==> config.mk <==
export PLATFORM = sky130hd
export DESIGN_NAME = branch_predictor_bht
export DESIGN_NICKNAME = d
export VERILOG_FILES = /design/src/rtl/branch_predictor_bht.sv
export SDC_FILE = /design/constraint.sdc
export NUM_CORES = 1
export LEC_CHECK = 0
export ABC_AREA = 1
export CORE_ASPECT_RATIO = 1.1
export CORE_MARGIN = 2
export CORE_UTILIZATION = 45
export DETAILED_ROUTE_END_ITERATION = 8
export PLACE_DENSITY = 0.75
export RECOVER_POWER = 100
export SLEW_MARGIN = 10
export SYNTH_ARGS = -nofsm -noshare
export SYNTH_HDL_FRONTEND = slang
export SYNTH_SLANG_ARGS = --single-unit
==> constraint.sdc <==
create_clock -name clk -period 1.9 [get_ports clk]
set_input_delay 0.38 -clock clk [delete_from_list [all_inputs] [get_ports clk]]
set_output_delay 0.38 -clock clk [all_outputs]
set_load 0.005 [all_outputs]
==> src/rtl/branch_predictor_bht.sv <==
// ---------------------------------------------------------------------------
// branch_predictor_bht
//   Dynamic branch predictor built from a table of 2**IDX_W saturating
//   counters. Fetch reads a prediction with no latency. Execute writes back
//   the resolved direction and flags mispredictions for the hazard unit.
//   Resolved-branch and mispredict statistics are kept as saturating counters.
//
//   Optional feature: define GSHARE_EN to add a global history register.
//   The history is XORed into both the lookup index and the update index.
//   Without GSHARE_EN the predictor is bimodal (PC bits only) and ghr_F = 0.
//
// Ports
//   clk, reset         rising-edge clock, asynchronous active-low reset
//   lookup_valid_F     fetch lookup is real (advances speculative history)
//   lookup_pc_F        fetch PC
//   prediction_F       predicted taken (combinational)
//   ghr_F              history snapshot to carry down the pipe
//   update_signal_E    branch resolved this cycle
//   update_pc_E        PC of the resolved branch
//   ghr_E              history snapshot carried with the branch
//   prediction_E       prediction carried with the branch
//   actual_outcome_E   resolved direction
//   mispredict_E       resolved branch disagreed with its prediction
//   branch_count       resolved branches since reset (saturating)
//   mispredict_count   mispredictions since reset (saturating)
// ---------------------------------------------------------------------------

// One table entry: an up/down counter that saturates at both ends.
module bht_ctr #(
  parameter int CTR_W = 2
) (
  input  logic             clk,
  input  logic             reset,
  input  logic             en,
  input  logic             up,
  output logic [CTR_W-1:0] ctr
);
  // Weakly not-taken: MSB clear, all lower bits set.
  localparam logic [CTR_W-1:0] INIT = {1'b0, {(CTR_W-1){1'b1}}};
  localparam logic [CTR_W-1:0] MAX  = '1;

  always_ff @(posedge clk or negedge reset) begin
    if (!reset) begin
      ctr <= INIT;
    end else if (en) begin
      if (up) begin
        if (ctr != MAX) ctr <= ctr + CTR_W'(1);
      end else begin
        if (ctr != '0) ctr <= ctr - CTR_W'(1);
      end
    end
  end
endmodule

module branch_predictor_bht #(
  parameter int PC_W   = 32,
  parameter int PC_LSB = 0,
  parameter int IDX_W  = 4,
  parameter int CTR_W  = 2,
  parameter int STAT_W = 16
) (
  input  logic              clk,
  input  logic              reset,
  input  logic              lookup_valid_F,
  input  logic [PC_W-1:0]   lookup_pc_F,
  output logic              prediction_F,
  output logic [IDX_W-1:0]  ghr_F,
  input  logic              update_signal_E,
  input  logic [PC_W-1:0]   update_pc_E,
  input  logic [IDX_W-1:0]  ghr_E,
  input  logic              prediction_E,
  input  logic              actual_outcome_E,
  output logic              mispredict_E,
  output logic [STAT_W-1:0] branch_count,
  output logic [STAT_W-1:0] mispredict_count
);
  localparam int ENTRIES = 1 << IDX_W;

  logic [ENTRIES-1:0][CTR_W-1:0] tbl;
  logic [IDX_W-1:0]              lidx;
  logic [IDX_W-1:0]              uidx;
  logic                          unused_ok;

  assign mispredict_E = update_signal_E & (prediction_E ^ actual_outcome_E);

`ifdef GSHARE_EN
  logic [IDX_W-1:0] ghr_q;

  assign lidx  = lookup_pc_F[PC_LSB +: IDX_W] ^ ghr_q;
  assign uidx  = update_pc_E[PC_LSB +: IDX_W] ^ ghr_E;
  assign ghr_F = ghr_q;
  assign unused_ok = ^{lookup_pc_F, update_pc_E, ghr_E[IDX_W-1]};

  // Repair from the carried snapshot beats the speculative shift: the
  // shifted-in prediction belongs to a path that is being flushed.
  always_ff @(posedge clk or negedge reset) begin
    if (!reset)              ghr_q <= '0;
    else if (mispredict_E)   ghr_q <= {ghr_E[IDX_W-2:0], actual_outcome_E};
    else if (lookup_valid_F) ghr_q <= {ghr_q[IDX_W-2:0], prediction_F};
  end
`else
  assign lidx  = lookup_pc_F[PC_LSB +: IDX_W];
  assign uidx  = update_pc_E[PC_LSB +: IDX_W];
  assign ghr_F = '0;
  assign unused_ok = ^{lookup_pc_F, update_pc_E, ghr_E, lookup_valid_F};
`endif

  // Read path is purely combinational; a same-cycle update to the same entry
  // is not bypassed, so the lookup sees the pre-update value.
  assign prediction_F = tbl[lidx][CTR_W-1];

  for (genvar i = 0; i < ENTRIES; i++) begin : g_ctr
    bht_ctr #(.CTR_W(CTR_W)) u_ctr (
      .clk   (clk),
      .reset (reset),
      .en    (update_signal_E && (uidx == IDX_W'(i))),
      .up    (actual_outcome_E),
      .ctr   (tbl[i])
    );
  end

  always_ff @(posedge clk or negedge reset) begin
    if (!reset) begin
      branch_count     <= '0;
      mispredict_count <= '0;
    end else begin
      if (update_signal_E && branch_count != '1)
        branch_count <= branch_count + STAT_W'(1);
      if (mispredict_E && mispredict_count != '1)
        mispredict_count <= mispredict_count + STAT_W'(1);
    end
  end
endmodule

### After elaboration in Yosys (flattened, before gate mapping)

Index checks and enable logic that the tools add are counted.

* register bits after elaboration: 64
* bits of input ports: 74
* output and inout port bits: 38

* equal/unequal tests: 49
* order comparisons: 1
* muxes and demuxes: 50
* add/sub/neg operators: 34
* reduce and logical (&&, ||, !) cells: 67
* bitwise gates (word level): 2

Operators by type and width (number)
* two-way mux 2 bit: 49
* nonzero test 2 bit: 32
* AND reduction 3 bit: 16
* adder 16 x 1 -> 16 bit, second input constant: 2
* adder 2 x 1 -> 2 bit, second input constant: 16
* == test 4 bit, second input constant: 8
* != test 16 bit, second input constant: 2
* != test 2 x 1 -> 1 bit, second input constant: 16
* != test 2 bit, second input constant: 16
* subtractor 2 x 1 -> 2 bit, second input constant: 16
* logical AND 1 bit: 18
* == test 4 x 3 -> 1 bit, second input constant: 4
* binary-select mux 2 bit (select 4 bit): 1
* == test 4 x 2 -> 1 bit, second input constant: 2
* less-than comparator 4 x 5 -> 1 bit, second input constant: 1
* == test 4 x 1 -> 1 bit, second input constant: 1
* zero test 4 bit: 1
* bitwise AND 1 bit: 1
* bitwise XOR 1 bit: 1

### Longest topological paths before layout

Gate-level depths: netlist of the first run.

* depth after elaboration: 3
* mapped depth: 9

### Cells and area by module

From an unflattened synthesis of the first run, not the netlist that was laid out.

* cell total of the unflattened synthesis: 587
* area total of the unflattened synthesis: 4093.9 sq um

By module, submodules not included
* branch_predictor_bht: times used 1, area each 2432.3 sq um, cells each 379
* bht_ctr: times used 16, area each 103.8 sq um, cells each 13

### Least setup slack after synthesis of the first run

Ideal clock, no wire load.

* path type: register -> register
* start: register branch_count[0]
* end: register branch_count[9]
* required time: 1768 ps
* arrival: 1285 ps
* stages on the path, launching flop included: 9
* path slack: 483 ps
* path through: dfrtp_1 ha_1 nand2_1 nor2_1 nand2_1 nor2_1 nor2_2 nand2_1 o21ai_0

* longest elaborated chain between the ends: 2
* elaborated cells between the ends (all ways): 3
* classes of those cells: add/sub: 1; eq/ne: 1; reduce/logical: 1

RTL lines
* start: declaration: line 74 `output logic [STAT_W-1:0] branch_count,`
* start signal: assignment: line 128 `branch_count <= branch_count + STAT_W'(1);`
* branches (longest 2 deep; another with adder 16 x 1 -> 16 bit)

Several ways; the timed one is not identified.
A chain may end at the register's enable or synchronous reset.

### Worst setup path in the final report of the first run

* start: input port prediction_E
* end: output port mispredict_E

* longest elaborated chain between the ends: 2

RTL lines
* start: declaration: line 71 `input logic prediction_E,`
* bitwise XOR 1 bit: line 84 `assign mispredict_E = update_signal_E & (prediction_E ^ actual_outcome_E);`
* bitwise AND 1 bit: line 84
* end: declaration: line 73 `output logic mispredict_E,`

No other way between the ends.

==> qor.csv, run 1 <==
stage,metric,value,unit
outcome,outcome,finished clean,
pwr,switchingPower,1.283,mW
setup_path,cp_common_cell,nor2_1,
clock_network,insertion_delay,0.34,ns
min_path,hp-class,input port to async pin,
pwr,power,4.082,mW
synthesis,synth-seq-cells,64,
drt,ant_nets,0,
global_routing,grt_pass1_wl,15230,um
setup_path,path_depth,6,
floorplan,start_util,0.4657,
global_routing,grt_usage,0.2048,
placed_design,hpwl,6383,um
floorplan,die_area,8975,um^2
placed_design,gp_congestion,0.8750,
synthesis,synth_cell_types,33,
setup_path,startpoint_type,input port,
global_routing,grt_max_degree,26,
setup_path,critical-path-slowest-cell,clkdlybuf4s50_1,
pwr,power_frac_comb,0.212,
drt,avgViaCountPerCell,5.141,
sta,finalSetupViolations,0,
setup_path,crit_chain,"clkdlybuf4s50_1, nor2_1, nor2_1, nand2_1, inv_2, dlygate4sd2_1",
sta,fin_crit_sh,0.9506,
setup_path,r2r_end,mispredict_count[2],
layout,diodes,0,
setup_path,rr_worst_depth,6,
setup_path,timing.rr.start,mispredict_count[0],
global_routing,grt_use_met3,0.03106,
setup_path,r2r_slack,0.21,ns
clock_network,cts-root-buf,clkbuf_8,
layout,area_delta_synth_final,22.73,%
drt,vias,3537,
layout,num-nets-final,651,
pwr,p_clk_frac,0.296,
pwr,p_int,2.799,mW
sta,tightest_slew,0.6587,ns
pwr,p_leak,2.037,nW
global_routing,grt_pass1_vias,3402,
synthesis,synthCells,510,
clock_network,htreeDepth,3,
drt,drt-initial-drc-count,169,
synthesis,yosysSeqAreaShare,0.4377,
layout,stdcell_area,4547,um^2
global_routing,grt_use_met2,0.3502,
pwr,ir_worst_vdd,0.5351,mV
layout,post-route-util,0.5716,
floorplan,die_y,99.17,um
floorplan,core-area,7955,um^2
placed_design,placed_area,4343,um^2
setup_path,crit_required,1.52,ns
global_routing,antenna_found_initial,0,
sta,rsz0062_at_grt,false,
global_routing,busiest_layer,met2,
setup_path,slowest_delay,0.50,ns
synthesis,netlist_area,3705,um^2
global_routing,grtUsageMet1,0.2605,
setup_path,cp_top_family,buffers and inverters,
synthesis,yosys_warnings,0,
clock_network,cts_tree,yes,
sta,final_hold_viol_count,0,
pwr,powerDensity,897.7,nW/um^2
layout,stdcell_count,688,
sta,slew_headroom,0.5609,
sta,skew,0.01017,ns
run,cap_viol_max_count,0,
pwr,seq_power_share,0.492,
floorplan,num_rows,34,
sta,drv_slew,0,
layout,drive_above_1_share,0.1121,
clock_network,numCtsBuffers,9,
placed_design,portBuffers,46,
clock_network,clk_pin_slew_worst_paths,0.08,ns
setup_path,cp-end-kind,output port,
pwr,swShare,0.3143,
setup_path,crit_type,input port to output port,
setup_path,worst-path-buf-inv,3,
setup_path,critPathMaxFanout,2,
sta,clock.fmax,553.7,MHz
setup_path,cp_data_arrival_time,1.43,ns
drt,drtPass1Iterations,4,
drt,drt-total-wl,8858,um
sta,setup_ws,0.09393,ns
clock_network,cts.path.max_buffers,2,
setup_path,setup.worst_path.start,prediction_E,
layout,n_fill_cell,720,
floorplan,num_io_pins,112,
global_routing,grt_remaining_overflow,0,
clock_network,cts.sinks,64,
sta,period_needed,1.806,ns
placed_design,dp.cells,668,
placed_design,pre_cts_ws,-0.4194,ns
floorplan,die_x,90.51,um
synthesis,syn_avg_cell_area,7.264,um^2
drt,drc,0,
drt,avgRoutedWirePerCell,12.88,um
setup_path,crit_path_end,mispredict_E,
registers in the layout, summed over array words and instances (netlist names):
name,count
branch_count,16
mispredict_count,16
g_ctr.u_ctr.ctr,32
cells in the mapped netlist, drive strengths merged:
cell | count | area [um^2]
ha | 2 | 25.02
maj3 | 5 | 50.05
o211ai | 4 | 30.03
dfrtp | 48 | 1201
inv | 40 | 150.1
nand2 | 178 | 685.7
conb | 1 | 3.750
nand4 | 9 | 62.56
nand3b | 2 | 15.01
xnor2 | 10 | 87.58
dfstp | 16 | 420.4
o221ai | 1 | 8.760
a21oi | 3 | 15.01
nand3 | 25 | 130.1
nor2 | 61 | 251.5
xor2 | 2 | 17.52
o21ai | 89 | 456.7
nor3b | 1 | 12.51
buf | 7 | 51.30
nor3 | 2 | 15.01
clkbuf | 4 | 15.01
power groups by stage:
stage                     Sequential (mW)  Combinational (mW)  Clock, mW
after floorplan                      1.96               0.521          0
after global placement               2.01               0.864          0
after detailed placement             2.02               0.910          0
after CTS                            2.00               0.915       1.23
after global routing                 2.05               0.994       1.28
final                                2.01               0.867       1.21
per-layer routing:
metal  wire length (um)  share of wire
met5                  0              0
met1               4003           0.45
met2               4335           0.49
met3                352          0.040
met4                166          0.019
repair_timing:
item,in CTS,in global routing
hold buffers,1,0
endpoints found under the hold margin,5,0
pin swaps,0,3
buffers inserted,1,1
resized for setup,8,4
endpoints found under the setup margin,2,6
cloned,1,0
worst register-to-register path: stages, from the launching register on:
cell     delay (ns)
dfrtp_1        0.45
ha_1           0.24
nand3_2        0.12
inv_1          0.12
nand2_4        0.08
o21ai_4        0.41
o21ai_0        0.15
area by class of cell:
type                    count  area [um^2]  share of cell area
flip-flops and latches     64         1622              0.3566
clock buffers              13        158.9             0.03495
clock inverters             3        42.54            0.009356
repair buffers             62        558.0              0.1227
inverters                  40        150.1             0.03302
well taps                 108        135.1             0.02972
multi-input cells         398         1881              0.4136
cells by family (layout without fill, tap and decap cells):
| logic type | Yosys count | after routing | synth area share |
|---|---|---|---|
| buffers and inverters | 51 | 118 | 0.05842 |
| AOI/OAI and AO/OA | 97 | 97 | 0.1378 |
| and+or+nand+nor | 278 | 278 | 0.3164 |
| xor gates and xnor gates | 12 | 12 | 0.02837 |
| other | 1 | 4 | 0.001012 |
| DFF | 64 | 64 | 0.4377 |
| adders and majority gates | 7 | 7 | 0.02026 |
cells in the final DEF (no fill, tap or decap), types with 2 or more instances in the layout:
| cell type | Yosys | routed |
|---|---|---|
| buf_4 | 4 | 11 |
| o211ai_1 | 4 | 4 |
| ha_1 | 2 | 2 |
| inv_2 | 4 | 4 |
| nor2_1 | 56 | 55 |
| nor2_4 | 2 | 2 |
| inv_1 | 36 | 36 |
| clkbuf_2 | 0 | 3 |
| o21ai_0 | 85 | 86 |
| nand2_1 | 173 | 173 |
| nand4_1 | 8 | 8 |
| o21ai_1 | 3 | 2 |
| dfstp_2 | 16 | 16 |
| nand3b_1 | 2 | 2 |
| nand2_2 | 4 | 4 |
| dfrtp_1 | 48 | 48 |
| dlygate4sd2_1 | 0 | 4 |
| clkbuf_8 | 0 | 11 |
| xnor2_1 | 10 | 10 |
| clkdlybuf4s50_1 | 0 | 6 |
| xor2_1 | 2 | 2 |
| a21oi_1 | 3 | 3 |
| maj3_1 | 5 | 5 |
| nand3_1 | 24 | 24 |
| dlygate4sd3_1 | 0 | 34 |
| clkbuf_1 | 4 | 4 |
| conb_1 | 1 | 4 |
| nor2_2 | 3 | 4 |
worst min-delay path by stage:
stage / startpoint / to / slack, ns / cells after the start
2_1_floorplan: reset / branch_count[0] / 0.08 / 0
6_report: reset / branch_count[9] / 0.46 / 2
3_5_place_dp: reset / branch_count[9] / 0.24 / 1
3_3_place_gp: reset / branch_count[9] / 0.24 / 1
4_1_cts: reset / branch_count[9] / 0.41 / 2
5_1_grt: reset / branch_count[9] / 0.50 / 2
metrics by stage:
stage | TNS (ns) | hold WS [ns]
floorplan | 0 | 0.08441
global placement | -0.6505 | 0.2395
detailed placement | -0.9568 | 0.2375
CTS | -0.01156 | 0.4147
global route | 0 | 0.5010
finish | 0 | 0.4645
No activity file was read; power rests on OpenSTA's default activity.
==> run 2, diff against run 1 <==
Settings changed: CORE_UTILIZATION 45 to 32, PLACE_DENSITY 0.75 to 0.56.
==> run 2 against run 1 <==
- global-route usage shrank 4.9 points
- die area up 39%
- total power up 12%
- highest routed layer unchanged
- largest power group unchanged
- clock power rose by 37%
- register-to-register slack about the same
==> qor.csv, run 2 (synthesis results as in run 1) <==
stage,metric,value,unit
outcome,outcome,finished clean,
layout,drive_above_1_share,0.1122,
sta,slew_headroom,0.5111,
drt,drtPass1Iterations,4,
sta,final_hold_viol_count,0,
sta,period_needed,1.825,ns
layout,num-nets-final,659,
setup_path,critPathMaxFanout,2,
sta,skew,0.005793,ns
clock_network,cts-root-buf,clkbuf_16,
global_routing,grt_remaining_overflow,0,
min_path,hp-start,g_ctr[6].u_ctr.ctr[0],
sta,tightest_slew,0.7333,ns
global_routing,grt_max_degree,54,
sta,fin_crit_sh,0.9607,
sta,clock.fmax,547.8,MHz
pwr,power,4.557,mW
layout,largest_reg_flops,32,
min_path,min_path_cells,2,
drt,wl_met1,4280,um
layout,final_cell_mix,"nand2_1, o21ai_0, nor2_1",
global_routing,antenna_found_initial,0,
drt,wl_met3,341,um
setup_path,crit_type,input port to output port,
placed_design,portBuffers,46,
clock_network,cts_tree,yes,
setup_path,startpoint_type,input port,
floorplan,start_util,0.3253,
setup_path,crit_required,1.52,ns
min_path,hp-class,flop to flop,
min_path,min_to,g_ctr[6].u_ctr.ctr[0],
pwr,p_leak,2.121,nW
setup_path,cp-end-kind,output port,
setup_path,timing.rr.start,branch_count[0],
drt,wl_met2,4274,um
clock_network,insertion_delay,0.32,ns
floorplan,die_area,12460,um^2
setup_path,cp_data_arrival_time,1.45,ns
layout,stdcell_count,738,
sta,finalSetupViolations,0,
global_routing,grt_pass1_wl,15310,um
drt,vias,3486,
drt,avgRoutedWirePerCell,12.22,um
layout,post-route-util,0.4179,
setup_path,r2r_end,branch_count[5],
placed_design,hpwl,6468,um
global_routing,grt_usage,0.1556,
layout,reg_top3,"g_ctr.u_ctr.ctr (32), branch_count (16), mispredict_count (16)",
drt,avgViaCountPerCell,4.724,
drt,ant_nets,0,
floorplan,die_y,116.9,um
setup_path,rr_worst_depth,6,
placed_design,dp.cells,716,
pwr,ir_worst_vdd,0.4242,mV
floorplan,num_io_pins,112,
floorplan,num_rows,41,
layout,mostFrequentLayoutCell,nand2_1,
sta,rsz0062_at_grt,false,
clock_network,cts.path.max_buffers,2,
layout,regMostFlops,g_ctr.u_ctr.ctr,
drt,top_layer,met4,
run,cap_viol_max_count,0,
drt,drt-total-wl,9020,um
floorplan,core-area,11390,um^2
sta,drv_slew,0,
global_routing,grt_pass1_vias,3240,
layout,area_delta_synth_final,28.47,%
layout,n_fill_cell,1159,
clock_network,htreeDepth,3,
sta,whs,0.4861,ns
clock_network,clk_pin_slew_worst_paths,0.05,ns
clock_network,numCtsBuffers,9,
placed_design,gp_congestion,0.8764,
floorplan,die_x,106.6,um
layout,diodes,0,
drt,drt-initial-drc-count,155,
setup_path,r2r_slack,0.20,ns
clock_network,cts.sinks,64,
pwr,powerDensity,957.4,nW/um^2
drt,drc,0,
[run 2: changes by cell type in the layout (fill, tap and decap cells not counted), moves of 2 or more]
cell	before	now
clkdlybuf4s50_1	6	8
clkbuf_8	11	2
buf_6	0	3
o21ai_1	2	4
clkdlybuf4s15_1	0	2
buf_4	11	14
clkbuf_1	4	6
inv_2	4	2
inv_1	36	38
clkbuf_16	0	9
o21ai_0	86	84
dlygate4sd2_1	4	2
[run 2: worst max path at each step]
| stage | startpoint | end | slack [ns] |
|---|---|---|---|
| CTS | lookup_pc_F[0] | prediction_F | 0.05 |
| floorplan | branch_count[0] | branch_count[9] | 0.48 |
| global placement | lookup_pc_F[0] | prediction_F | -0.40 |
| detailed placement | lookup_pc_F[0] | prediction_F | -0.41 |
| global route | actual_outcome_E | g_ctr[4].u_ctr.ctr[0] | 0.02 |
| finish | actual_outcome_E | mispredict_E | 0.07 |
[run 2: area by class of cell]
type                            instances  area (um^2)  share of cell area
Multi-Input combinational cell        398         1868              0.3925
Sequential cell                        64         1622              0.3407
Timing Repair Buffer                   70        631.9              0.1328
Clock buffer                           13        260.3             0.05468
Tap cell                              150        187.7             0.03943
Inverter                               40        150.1             0.03155
Clock inverter                          3        40.04            0.008412
[run 2: what timing repair did]
item | 4_1_cts | 5_1_grt
hold buffers | 1 | 0
resized for setup | 7 | 8
pin swaps | 1 | 2
setup buffers | 2 | 2
setup endpoints to repair | 2 | 2
cloned | 1 | 0
endpoints found under the hold margin | 5 | 0
[run 2: through the flow]
step | setup TNS [ns] | setup slack, ns | area, um^2
after floorplan | 0 | 0.4832 | 3716
after global placement | -0.7246 | -0.3970 | 4441
after detailed placement | -0.9740 | -0.4134 | 4441
after CTS | 0 | 0.04908 | 4772
after global routing | 0 | 0.02056 | 4760
final | 0 | 0.07466 | 4760
[run 2: metal layers]
metal | up-vias | GRT usage
met5 | - | 0
met4 | 0 | 0.05887
met3 | 9 | 0.03654
met2 | 63 | 0.2561
met1 | 1616 | 0.2007
li1 | 1798 | -
[run 2: power by group]
group          internal, mW  total [mW]  switching (mW)
Combinational         0.455       0.894           0.438
Clock                  1.08        1.66           0.576
Sequential             1.69        2.00           0.310
[run 2: worst max-delay path: stages]
cell and delay [ns]:
clkdlybuf4s50_1 0.48, buf_4 0.11, nand2_1 0.05, nand2_2 0.08
inv_1 0.08, dlygate4sd2_1 0.26
==> run 3, diff against run 2 <==
Settings changed: RECOVER_POWER 100 to 25.
==> run 3 against run 2 <==
- count of clock-buffer cells in the layout did not move
- design area rose by 0.66%
- combinational power rose by 5.3%
- setup slack improved by 0.022 ns
- final cell count did not move
- maximum frequency rose by 1.2%
- via count rose by 0.49%
- utilization rose by 0.27 points
- total power rose by 1.1%
- sequential power barely moved
- non-clock buffer count did not move
- critical path depth did not move
- critical path type unchanged
- critical endpoint unchanged
==> qor.csv, run 3 (synthesis results as in run 1) <==
stage,metric,value,unit
global_routing,grt_usage,0.1556,
setup_path,crit_type,input port to output port,
drt,ant_nets,0,
placed_design,dp.cells,716,
floorplan,start_util,0.3253,
layout,num-nets-final,659,
layout,reg_top3,"g_ctr.u_ctr.ctr (32), branch_count (16), mispredict_count (16)",
pwr,powerDensity,961.4,nW/um^2
sta,slew_headroom,0.5118,
min_path,hp-start,g_ctr[6].u_ctr.ctr[0],
global_routing,antenna_found_initial,0,
floorplan,die_y,116.9,um
clock_network,cts-root-buf,clkbuf_16,
pwr,p_leak,2.048,nW
sta,tightest_slew,0.7323,ns
global_routing,grt_pass1_wl,15310,um
floorplan,die_area,12460,um^2
pwr,ir_worst_vdd,0.4614,mV
floorplan,die_x,106.6,um
layout,n_fill_cell,1157,
floorplan,num_io_pins,112,
global_routing,grt_remaining_overflow,0,
sta,period_needed,1.803,ns
sta,clock.fmax,554.7,MHz
layout,stdcell_count,738,
run,cap_viol_max_count,0,
clock_network,insertion_delay,0.32,ns
layout,ff_latch_area,1622,um^2
layout,drive_above_1_share,0.1276,
layout,area_delta_synth_final,29.31,%
drt,drtPass1Iterations,4,
min_path,hp-class,flop to flop,
sta,finalSetupViolations,0,
sta,rsz0062_at_grt,false,
setup_path,cp_top_family,buffers and inverters,
drt,vias,3503,
sta,final_hold_viol_count,0,
layout,regMostFlops,g_ctr.u_ctr.ctr,
layout,diodes,0,
layout,mostFrequentLayoutCell,nand2_1,
setup_path,r2r_slack,0.20,ns
setup_path,cp_data_arrival_time,1.42,ns
min_path,min_to,g_ctr[6].u_ctr.ctr[0],
placed_design,portBuffers,46,
global_routing,grt_max_degree,54,
placed_design,gp_congestion,0.8764,
setup_path,crit_required,1.52,ns
setup_path,rr_worst_depth,6,
setup_path,critPathMaxFanout,2,
layout,final_cell_mix,"nand2_1, o21ai_0, nor2_1",
clock_network,htreeDepth,3,
layout,largest_reg_flops,32,
floorplan,num_rows,41,
outcome,outcome,finished clean,
clock_network,cts.sinks,64,
setup_path,crit_chain,"clkdlybuf4s50_1, buf_4, nand2_1, nand2_2, inv_2, dlygate4sd2_1",
setup_path,cp-end-kind,output port,
setup_path,startpoint_type,input port,
setup_path,r2r_end,branch_count[5],
drt,drt-total-wl,9059,um
setup_path,slowest_delay,0.48,ns
drt,drc,0,
min_path,min_path_cells,2,
placed_design,placed_area,4441,um^2
clock_network,cts_tree,yes,
placed_design,hpwl,6468,um
setup_path,timing.rr.start,branch_count[0],
clock_network,cts.path.max_buffers,2,
clock_network,clk_pin_slew_worst_paths,0.05,ns
drt,avgViaCountPerCell,4.747,
sta,drv_slew,0,
floorplan,core-area,11390,um^2
drt,avgRoutedWirePerCell,12.28,um
drt,drt-initial-drc-count,174,
layout,stdcell_area,4791,um^2
sta,whs,0.4859,ns
setup_path,critical-path-slowest-cell,clkdlybuf4s50_1,
global_routing,grt_pass1_vias,3240,
setup_path,worst-path-buf-inv,4,
clock_network,numCtsBuffers,9,
layout,multi_input_area,1883,um^2
sta,skew,0.005667,ns
sta,fin_crit_sh,0.9489,
sta,tns,0,ns
==> run 3: changes by cell type in the layout (fill, tap and decap cells not counted), sizes merged <==
cell | before | now
clkbuf | 20 | 14
buf | 17 | 23
dlygate4sd3 | 33 | 1
clkdlybuf4s50 | 8 | 40
==> run 3: cell type report <==
cell class                 count  share of cell area
timing repair buffer          70              0.1353
multi-input combinational    398              0.3931
inverter                      40             0.03134
clock inverter                 3            0.008357
tap                          150             0.03917
clock buffer                  13             0.05432
sequential                    64              0.3385
==> run 3: worst max-delay path by stage <==
stage,start,end,cells after the start,slack [ns]
after floorplan,branch_count[0],branch_count[9],8,0.48
after global placement,lookup_pc_F[0],prediction_F,9,-0.40
after detailed placement,lookup_pc_F[0],prediction_F,9,-0.41
after CTS,lookup_pc_F[0],prediction_F,7,0.05
after global routing,g_ctr[6].u_ctr.ctr[1],prediction_F,7,0.03
final,actual_outcome_E,mispredict_E,6,0.1
==> run 3: worst min-delay path: stages, from the launching register on <==
cell	delay (ns)
dfstp_2	0.38
nand2_1	0.05
o21ai_1	0.05
==> run 3: power breakdown <==
group	internal, mW	switching (mW)
clock	1.08	0.571
combinational	0.498	0.442
sequential	1.69	0.317
==> run 3: through the flow <==
| step | setup slack, ns | total power, mW | utilization |
|---|---|---|---|
| 2_1_floorplan | 0.4832 | 2.482 | - |
| 3_3_place_gp | -0.3970 | 2.909 | 0.3899 |
| 3_5_place_dp | -0.4134 | 2.959 | 0.3899 |
| 4_1_cts | 0.04908 | 4.660 | 0.4190 |
| 5_1_grt | 0.02698 | 4.916 | 0.4207 |
| 6_report | 0.09709 | 4.606 | 0.4207 |
==> run 3: metal layers <==
layer  global-route usage  part of all wire
met2               0.2561              0.47
met5                    0                 0
met3              0.03654             0.034
met1               0.2007              0.48
met4              0.05887             0.014
==> run 3: what timing repair did <==
action,CTS,global route
gates resized for setup,7,8
pin swaps,1,2
endpoints found under the setup margin,2,2
buffers inserted,2,2
endpoints found under the hold margin,5,0
hold buffers,1,0
cloned,1,0
